==> config.mk <==
export PLATFORM = sky130hd
export DESIGN_NAME = draw_card_grid_flat
export DESIGN_NICKNAME = d
export VERILOG_FILES = /design/src/rtl/draw_card_grid_if.sv /design/src/rtl/draw_card_grid.sv /design/src/flat_wrapper.sv
export SDC_FILE = /design/constraint.sdc
export NUM_CORES = 1
export LEC_CHECK = 0
export ABC_CLOCK_PERIOD_IN_PS = 5950
export CAP_MARGIN = 10
export CORE_MARGIN = 1
export CORE_UTILIZATION = 45
export CTS_CLUSTER_DIAMETER = 100
export CTS_CLUSTER_SIZE = 24
export DETAILED_ROUTE_END_ITERATION = 12
export GPL_TIMING_DRIVEN = 0
export PLACE_DENSITY = 0.91
export SETUP_SLACK_MARGIN = 0.5
export SYNTH_ARGS = -nofsm -noshare
export SYNTH_HDL_FRONTEND = slang
export SYNTH_SLANG_ARGS = --single-unit
==> constraint.sdc <==
create_clock -name pclk -period 5.95 [get_ports pclk]
set_input_delay 0.8925 -clock pclk [delete_from_list [all_inputs] [get_ports pclk]]
set_output_delay 0.8925 -clock pclk [all_outputs]
set_load 0.05 [all_outputs]
==> src/rtl/draw_card_grid_if.sv <==
// VGA bus between pipeline stages: timing counters, sync and blank strobes, 12-bit rgb.
interface draw_card_grid_if;
  logic [10:0] vcount;
  logic        vsync;
  logic        vblnk;
  logic [10:0] hcount;
  logic        hsync;
  logic        hblnk;
  logic [11:0] rgb;

  modport master (output vcount, vsync, vblnk, hcount, hsync, hblnk, rgb);
  modport slave  (input  vcount, vsync, vblnk, hcount, hsync, hblnk, rgb);
endinterface

==> src/rtl/draw_card_grid.sv <==
// Card-grid renderer on the VGA bus, 2-cycle latency, with one-at-a-time flip animation.
// Define DRAW_CARD_GRID_BORDER_EN to draw a 2-px cursor border around card cursor_idx.
module draw_card_grid #(
  parameter int unsigned X_POS        = 64,
  parameter int unsigned Y_POS        = 48,
  parameter int unsigned CARD_W       = 96,
  parameter int unsigned CARD_H       = 128,
  parameter int unsigned GAP          = 16,
  parameter int unsigned COLS         = 4,
  parameter int unsigned ROWS         = 4,
  parameter int unsigned ANIM_FRAMES  = 8,
  parameter int unsigned STEP_PX      = 6,
  parameter logic [11:0] BACK_COLOR   = 12'h00F,
  parameter logic [11:0] MATCH_COLOR  = 12'h222,
`ifdef DRAW_CARD_GRID_BORDER_EN
  parameter logic [11:0] BORDER_COLOR = 12'hFF0,
`endif
  localparam int unsigned N     = ROWS * COLS,
  localparam int unsigned IDX_W = $clog2(N)
) (
  input  logic                 pclk,
  input  logic                 rst,
  input  logic                 en,
  draw_card_grid_if.slave      vga_in,
  draw_card_grid_if.master     vga_out,
  input  logic [12*N-1:0]      face_colors,
  input  logic [N-1:0]         card_revealed,
  input  logic [N-1:0]         card_matched,
  input  logic                 flip_req,
  input  logic [IDX_W-1:0]     flip_idx,
  input  logic                 flip_to,
  output logic                 busy,
  output logic                 flip_done,
  input  logic [IDX_W-1:0]     cursor_idx
);

  localparam int unsigned K_W = $clog2(ANIM_FRAMES + 1);

  typedef enum logic [1:0] {IDLE, SHRINK, EXPAND} state_t;

  function automatic logic [10:0] cell_x0(input int unsigned c);
    return 11'(X_POS + c * (CARD_W + GAP));
  endfunction

  function automatic logic [10:0] cell_y0(input int unsigned r);
    return 11'(Y_POS + r * (CARD_H + GAP));
  endfunction

  state_t           state;
  logic [K_W-1:0]   k;
  logic [IDX_W-1:0] anim_idx;
  logic             anim_to;
  logic             vblnk_prev;
  logic             frame_tick;
  logic             idx_ok;

  logic        col_hit, row_hit;
  logic [10:0] col_n, row_n, xoff, yoff;
  logic [11:0] face_arr [N];

  logic             s1_en, s1_hit;
  logic [IDX_W-1:0] s1_idx;
  logic [10:0]      s1_xoff;
  logic [10:0]      s1_h, s1_v;
  logic             s1_hs, s1_vs, s1_hb, s1_vb;
  logic [11:0]      s1_rgb;
`ifdef DRAW_CARD_GRID_BORDER_EN
  logic [10:0]      s1_yoff;
`endif

  logic [10:0] inset;
  logic        in_band, anim_here, shown;
  logic [11:0] rgb_nxt;

  // A full power-of-two grid makes every representable index valid.
  if (N == (1 << IDX_W)) begin : g_idx_full
    assign idx_ok = 1'b1;
  end else begin : g_idx_part
    assign idx_ok = (32'(flip_idx) < N);
  end

  always_comb begin
    for (int unsigned i = 0; i < N; i++) face_arr[i] = face_colors[12*i +: 12];
  end

  // Column / row decode of the incoming pixel.
  always_comb begin
    col_hit = 1'b0;
    col_n   = '0;
    xoff    = '0;
    row_hit = 1'b0;
    row_n   = '0;
    yoff    = '0;
    for (int unsigned c = 0; c < COLS; c++) begin
      if (vga_in.hcount >= cell_x0(c) && vga_in.hcount < cell_x0(c) + 11'(CARD_W)) begin
        col_hit = 1'b1;
        col_n   = 11'(c);
        xoff    = vga_in.hcount - cell_x0(c);
      end
    end
    for (int unsigned r = 0; r < ROWS; r++) begin
      if (vga_in.vcount >= cell_y0(r) && vga_in.vcount < cell_y0(r) + 11'(CARD_H)) begin
        row_hit = 1'b1;
        row_n   = 11'(r);
        yoff    = vga_in.vcount - cell_y0(r);
      end
    end
  end

  always_ff @(posedge pclk) begin
    if (rst) begin
      s1_en   <= 1'b0;
      s1_hit  <= 1'b0;
      s1_idx  <= '0;
      s1_xoff <= '0;
      s1_h    <= '0;
      s1_v    <= '0;
      s1_hs   <= 1'b0;
      s1_vs   <= 1'b0;
      s1_hb   <= 1'b0;
      s1_vb   <= 1'b0;
      s1_rgb  <= '0;
`ifdef DRAW_CARD_GRID_BORDER_EN
      s1_yoff <= '0;
`endif
    end else begin
      s1_en   <= en;
      s1_hit  <= col_hit & row_hit;
      s1_idx  <= IDX_W'(row_n * 11'(COLS) + col_n);
      s1_xoff <= xoff;
      s1_h    <= vga_in.hcount;
      s1_v    <= vga_in.vcount;
      s1_hs   <= vga_in.hsync;
      s1_vs   <= vga_in.vsync;
      s1_hb   <= vga_in.hblnk;
      s1_vb   <= vga_in.vblnk;
      s1_rgb  <= vga_in.rgb;
`ifdef DRAW_CARD_GRID_BORDER_EN
      s1_yoff <= yoff;
`endif
    end
  end

  // Pixel colour: matched, then animation band, then revealed/back; border on top.
  always_comb begin
    inset     = 11'(k) * 11'(STEP_PX);
    in_band   = (s1_xoff >= inset) && (s1_xoff < 11'(CARD_W) - inset);
    anim_here = (state != IDLE) && (s1_idx == anim_idx);
    shown     = (state == SHRINK) ? ~anim_to : anim_to;
    rgb_nxt   = s1_rgb;
    if (s1_en && s1_hit) begin
      if (card_matched[s1_idx])       rgb_nxt = MATCH_COLOR;
      else if (anim_here) begin
        if (in_band)                  rgb_nxt = shown ? face_arr[s1_idx] : BACK_COLOR;
      end
      else if (card_revealed[s1_idx]) rgb_nxt = face_arr[s1_idx];
      else                            rgb_nxt = BACK_COLOR;
`ifdef DRAW_CARD_GRID_BORDER_EN
      if (s1_idx == cursor_idx &&
          (s1_xoff < 11'd2 || s1_xoff >= 11'(CARD_W - 2) ||
           s1_yoff < 11'd2 || s1_yoff >= 11'(CARD_H - 2)))
        rgb_nxt = BORDER_COLOR;
`endif
    end
  end

`ifndef DRAW_CARD_GRID_BORDER_EN
  logic unused_c;
  assign unused_c = ^{cursor_idx, yoff};
`endif

  always_ff @(posedge pclk) begin
    if (rst) begin
      vga_out.hcount <= '0;
      vga_out.vcount <= '0;
      vga_out.hsync  <= 1'b0;
      vga_out.vsync  <= 1'b0;
      vga_out.hblnk  <= 1'b0;
      vga_out.vblnk  <= 1'b0;
      vga_out.rgb    <= '0;
    end else begin
      vga_out.hcount <= s1_h;
      vga_out.vcount <= s1_v;
      vga_out.hsync  <= s1_hs;
      vga_out.vsync  <= s1_vs;
      vga_out.hblnk  <= s1_hb;
      vga_out.vblnk  <= s1_vb;
      vga_out.rgb    <= rgb_nxt;
    end
  end

  // Frame strobe on vblnk rising edge, then flip FSM stepping once per frame.
  always_ff @(posedge pclk) begin
    if (rst) begin
      vblnk_prev <= 1'b0;
      frame_tick <= 1'b0;
      state      <= IDLE;
      k          <= '0;
      anim_idx   <= '0;
      anim_to    <= 1'b0;
      busy       <= 1'b0;
      flip_done  <= 1'b0;
    end else begin
      vblnk_prev <= vga_in.vblnk;
      frame_tick <= vga_in.vblnk & ~vblnk_prev;
      flip_done  <= 1'b0;
      case (state)
        IDLE: begin
          // A request coinciding with the done pulse belongs to the finished flip.
          if (flip_req && idx_ok && !flip_done) begin
            anim_idx <= flip_idx;
            anim_to  <= flip_to;
            k        <= '0;
            state    <= SHRINK;
            busy     <= 1'b1;
          end
        end
        SHRINK: begin
          if (frame_tick) begin
            k <= k + K_W'(1);
            if (k == K_W'(ANIM_FRAMES - 1)) state <= EXPAND;
          end
        end
        EXPAND: begin
          if (frame_tick) begin
            k <= k - K_W'(1);
            if (k == K_W'(1)) begin
              state     <= IDLE;
              busy      <= 1'b0;
              flip_done <= 1'b1;
            end
          end
        end
        default: state <= IDLE;
      endcase
    end
  end

endmodule

==> src/flat_wrapper.sv <==
// flat-port wrapper written by rule: the top's interface ports become plain ports
module draw_card_grid_flat 
#(
  parameter int unsigned X_POS        = 64,
  parameter int unsigned Y_POS        = 48,
  parameter int unsigned CARD_W       = 96,
  parameter int unsigned CARD_H       = 128,
  parameter int unsigned GAP          = 16,
  parameter int unsigned COLS         = 4,
  parameter int unsigned ROWS         = 4,
  parameter int unsigned ANIM_FRAMES  = 8,
  parameter int unsigned STEP_PX      = 6,
  parameter logic [11:0] BACK_COLOR   = 12'h00F,
  parameter logic [11:0] MATCH_COLOR  = 12'h222,

  localparam int unsigned N     = ROWS * COLS,
  localparam int unsigned IDX_W = $clog2(N)
)
  (pclk, rst, en, face_colors, card_revealed, card_matched, flip_req, flip_idx, flip_to, busy, flip_done, cursor_idx, vga_in_vcount, vga_in_vsync, vga_in_vblnk, vga_in_hcount, vga_in_hsync, vga_in_hblnk, vga_in_rgb, vga_out_vcount, vga_out_vsync, vga_out_vblnk, vga_out_hcount, vga_out_hsync, vga_out_hblnk, vga_out_rgb);
  draw_card_grid_if vga_in_i ();
  draw_card_grid_if vga_out_i ();
  input  logic pclk;
  input  logic rst;
  input  logic en;
  input  logic [12*N-1:0] face_colors;
  input  logic [N-1:0] card_revealed;
  input  logic [N-1:0] card_matched;
  input  logic flip_req;
  input  logic [IDX_W-1:0] flip_idx;
  input  logic flip_to;
  output logic busy;
  output logic flip_done;
  input  logic [IDX_W-1:0] cursor_idx;
  input wire logic [$bits(vga_in_i.vcount)-1:0] vga_in_vcount;
  input wire logic [$bits(vga_in_i.vsync)-1:0] vga_in_vsync;
  input wire logic [$bits(vga_in_i.vblnk)-1:0] vga_in_vblnk;
  input wire logic [$bits(vga_in_i.hcount)-1:0] vga_in_hcount;
  input wire logic [$bits(vga_in_i.hsync)-1:0] vga_in_hsync;
  input wire logic [$bits(vga_in_i.hblnk)-1:0] vga_in_hblnk;
  input wire logic [$bits(vga_in_i.rgb)-1:0] vga_in_rgb;
  output wire logic [$bits(vga_out_i.vcount)-1:0] vga_out_vcount;
  output wire logic [$bits(vga_out_i.vsync)-1:0] vga_out_vsync;
  output wire logic [$bits(vga_out_i.vblnk)-1:0] vga_out_vblnk;
  output wire logic [$bits(vga_out_i.hcount)-1:0] vga_out_hcount;
  output wire logic [$bits(vga_out_i.hsync)-1:0] vga_out_hsync;
  output wire logic [$bits(vga_out_i.hblnk)-1:0] vga_out_hblnk;
  output wire logic [$bits(vga_out_i.rgb)-1:0] vga_out_rgb;
  assign vga_in_i.vcount = vga_in_vcount;
  assign vga_in_i.vsync = vga_in_vsync;
  assign vga_in_i.vblnk = vga_in_vblnk;
  assign vga_in_i.hcount = vga_in_hcount;
  assign vga_in_i.hsync = vga_in_hsync;
  assign vga_in_i.hblnk = vga_in_hblnk;
  assign vga_in_i.rgb = vga_in_rgb;
  assign vga_out_vcount = vga_out_i.vcount;
  assign vga_out_vsync = vga_out_i.vsync;
  assign vga_out_vblnk = vga_out_i.vblnk;
  assign vga_out_hcount = vga_out_i.hcount;
  assign vga_out_hsync = vga_out_i.hsync;
  assign vga_out_hblnk = vga_out_i.hblnk;
  assign vga_out_rgb = vga_out_i.rgb;
  draw_card_grid #(.X_POS(X_POS), .Y_POS(Y_POS), .CARD_W(CARD_W), .CARD_H(CARD_H), .GAP(GAP), .COLS(COLS), .ROWS(ROWS), .ANIM_FRAMES(ANIM_FRAMES), .STEP_PX(STEP_PX), .BACK_COLOR(BACK_COLOR), .MATCH_COLOR(MATCH_COLOR)) u_core (.pclk(pclk), .rst(rst), .en(en), .vga_in(vga_in_i), .vga_out(vga_out_i), .face_colors(face_colors), .card_revealed(card_revealed), .card_matched(card_matched), .flip_req(flip_req), .flip_idx(flip_idx), .flip_to(flip_to), .busy(busy), .flip_done(flip_done), .cursor_idx(cursor_idx));
endmodule
==> qor.csv <==
metric,value,unit
run status,"complete, no violations",
number of synthesis warnings,0,
Slew Limit Fails,0,
Syn Area/Cell,10.7,um2
Tightest Hold Check Type,reg2reg,
Main synth FF type,dfxtp_1,
clock skew,0.00788,ns
Worst slew margin,44.6,%
cell area after technology mapping,0.00654,mm2
vias in the first global route,6265,
share of the synthesized area in the top cell type,32.7,%
Tmin final,4.21,ns
RSZ-0062 raised after global routing,false,
initial antenna violation count,6,
Syn Inst Count,611,
placed cell count,1099,
GPL Wtd Cong,0.947,
Hold Slack,0.425,ns
Setup Buffers After CTS,0,
Synth cell types,62,
CP required,6.15,ns
Die Area,0.0150,mm2
Core ar.,0.0140,mm2
clock-pin slew of the registers on the worst-case setup and hold paths,0.08,ns
Initial DRC Count,546,
Post-synth ARST share,0,%
port bufs,308,
Worst setup EP type,flip-flop,
DP HPWL,20600,um
DRC,0,
sequential area share after synthesis,32.7,%
Global Route Usage Sum,33.1,%
routed via count,6362,
CTS tree,done,
FP Rows,43,
fillers,979,
layout cells sized above 1,9.73,%
crit share post-route,70.8,%
first-pass GRT wire length,35900,um
Storage cell area,0.00214,mm2
synthesized net count,930,
Layout Nets,1249,
Setup WS post-layout,1.74,ns
max_cap viols,0,
"Core Util, Final",72.3,%
Final setup viols,0,
#FFs+latches synth,107,
DR vias/cell,5.70,
Post-DP Area,0.00985,mm2
Area growth syn-to-layout,55.2,%
top-count cell post-synth,dfxtp_1,
Initial Util,46.6,%
DRT Pass-1 Iters,5,
clk sinks,107,
setup TNS,0,ns
Critical Path AT,4.41,ns
htree depth,3,
most common library cells after synthesis,"107 x dfxtp_1, 66 x nor2b_1, 55 x mux4_2, 44 x ha_1",
Worst Path Max Fanout,9,
WL per Instance,22.1,um
worst slew pin tran,0.830,ns
power per cell area,181,mW/mm2
Worst-Skew Late Latency,0.35,ns
largest net degree at the start of global routing,21,
die height,123,um
main area contributors after synthesis,"dfxtp_1 33%, mux4_2 19%, ha_1 8.4%",
worst-case clock buffer depth,2,
Final Cell Area,0.0102,mm2
area of the multi-input gates,0.00407,mm2
critical path class,reg2reg,
post-synth top area cell,dfxtp_1,
remaining global-route overflow,0,
"EDFF count, synth",0,
# hold bufs at CTS,0,
post-route ant nets,0,
Die Wd,123,um
clk root buf,clkbuf_16,
highest clock rate,237,MHz
# resized after CTS,0,
Routed WL,24700,um
Layout Cells excl Fill,1117,
Worst setup SP type,flip-flop,
Final Hold Viols,0,
peak supply drop,0.000125,V
I/O pin count,315,
Final Power,1.83,mW
TritonCTS Buffers,9,
pre-CTS setup slack,1.84,ns
leakage power,3.80,nW
-- worst max-delay path, cell delays in order, from the launching register on --
cell,delay [ns]
dfxtp_1,0.53
inv_1,0.17
ha_1,0.35
a21oi_1,0.24
xnor2_1,0.21
inv_1,0.12
and3_1,0.20
or3_1,0.39
ha_1,0.23
a211o_1,0.27
o21ai_0,0.38
a21oi_1,0.22
a21oi_1,0.54
o32ai_1,0.19
-- cells by family after synthesis --
logic type      count (synthesis)  share of synthesized area [%]
simple gates                  184                           15.2
xor+xnor                       20                           2.68
buf+inv                        75                           5.11
fa+ha+maj                      44                           8.41
compound gates                113                           11.7
mux                            68                           24.2
flops                         107                           32.7
-- report_power, final --
part / internal, mW / switching (mW)
clock: 0.297 / 0.295
combinational: 0.283 / 0.199
sequential: 0.748 / 0.0130
total: 1.33 / 0.507
-- state kept, by name, summed over array words and instances (netlist names), 2 cells and up --
| name | cells |
|---|---|
| u_core.s1_v | 11 |
| u_core.s1_h | 11 |
| u_core.s1_idx | 4 |
| u_core.vga_out.rgb | 12 |
| u_core.k | 4 |
| u_core.s1_rgb | 12 |
| u_core.state | 2 |
| u_core.s1_xoff | 11 |
| u_core.vga_out.hcount | 11 |
| u_core.vga_out.vcount | 11 |
| u_core.anim_idx | 4 |
-- cell usage in the layout, fill, tap and decap left out, types with 9 or more instances in the layout --
cell type / count
nand2_1: 35
xnor2_1: 15
inv_1: 37
nor2_1: 27
a21oi_1: 37
ha_1: 44
mux4_1: 13
mux4_2: 55
dfxtp_1: 107
o21ai_0: 13
nor2b_1: 66
clkbuf_1: 23
clkbuf_16: 9
nand3_1: 20
clkdlybuf4s50_1: 308
-- path summary, 6_finish.rpt --
check	start	endpoint	slack [ns]	cells after the start
setup / recovery	u_core.k[2]	u_core.vga_out.rgb[4]	1.74	13
hold / removal	u_core.vblnk_prev	u_core.frame_tick	0.43	1
setup reg to reg	u_core.k[2]	u_core.vga_out.rgb[4]	1.74	13
hold reg to reg	u_core.vblnk_prev	u_core.frame_tick	0.43	1
-- layer usage --
layer	wire length (um)	share of wire (%)	GRT usage (%)
met1	9350	38	42.0
met2	12100	49	54.4
met3	2400	9.7	8.97
met4	798	3.2	11.1
met5	53	0.21	0
-- cell type report --
cell class	count	share of cell area [%]
Antenna cell	2	0.0493
Buffer	37	1.89
Clock buffer	9	2.22
Clock inverter	7	0.690
Inverter	38	1.41
Multi-Input combinational cell	429	40.1
Sequential cell	107	21.1
Tap cell	180	2.22
Timing Repair Buffer	308	30.4
Power figures use the tool's default switching activity.
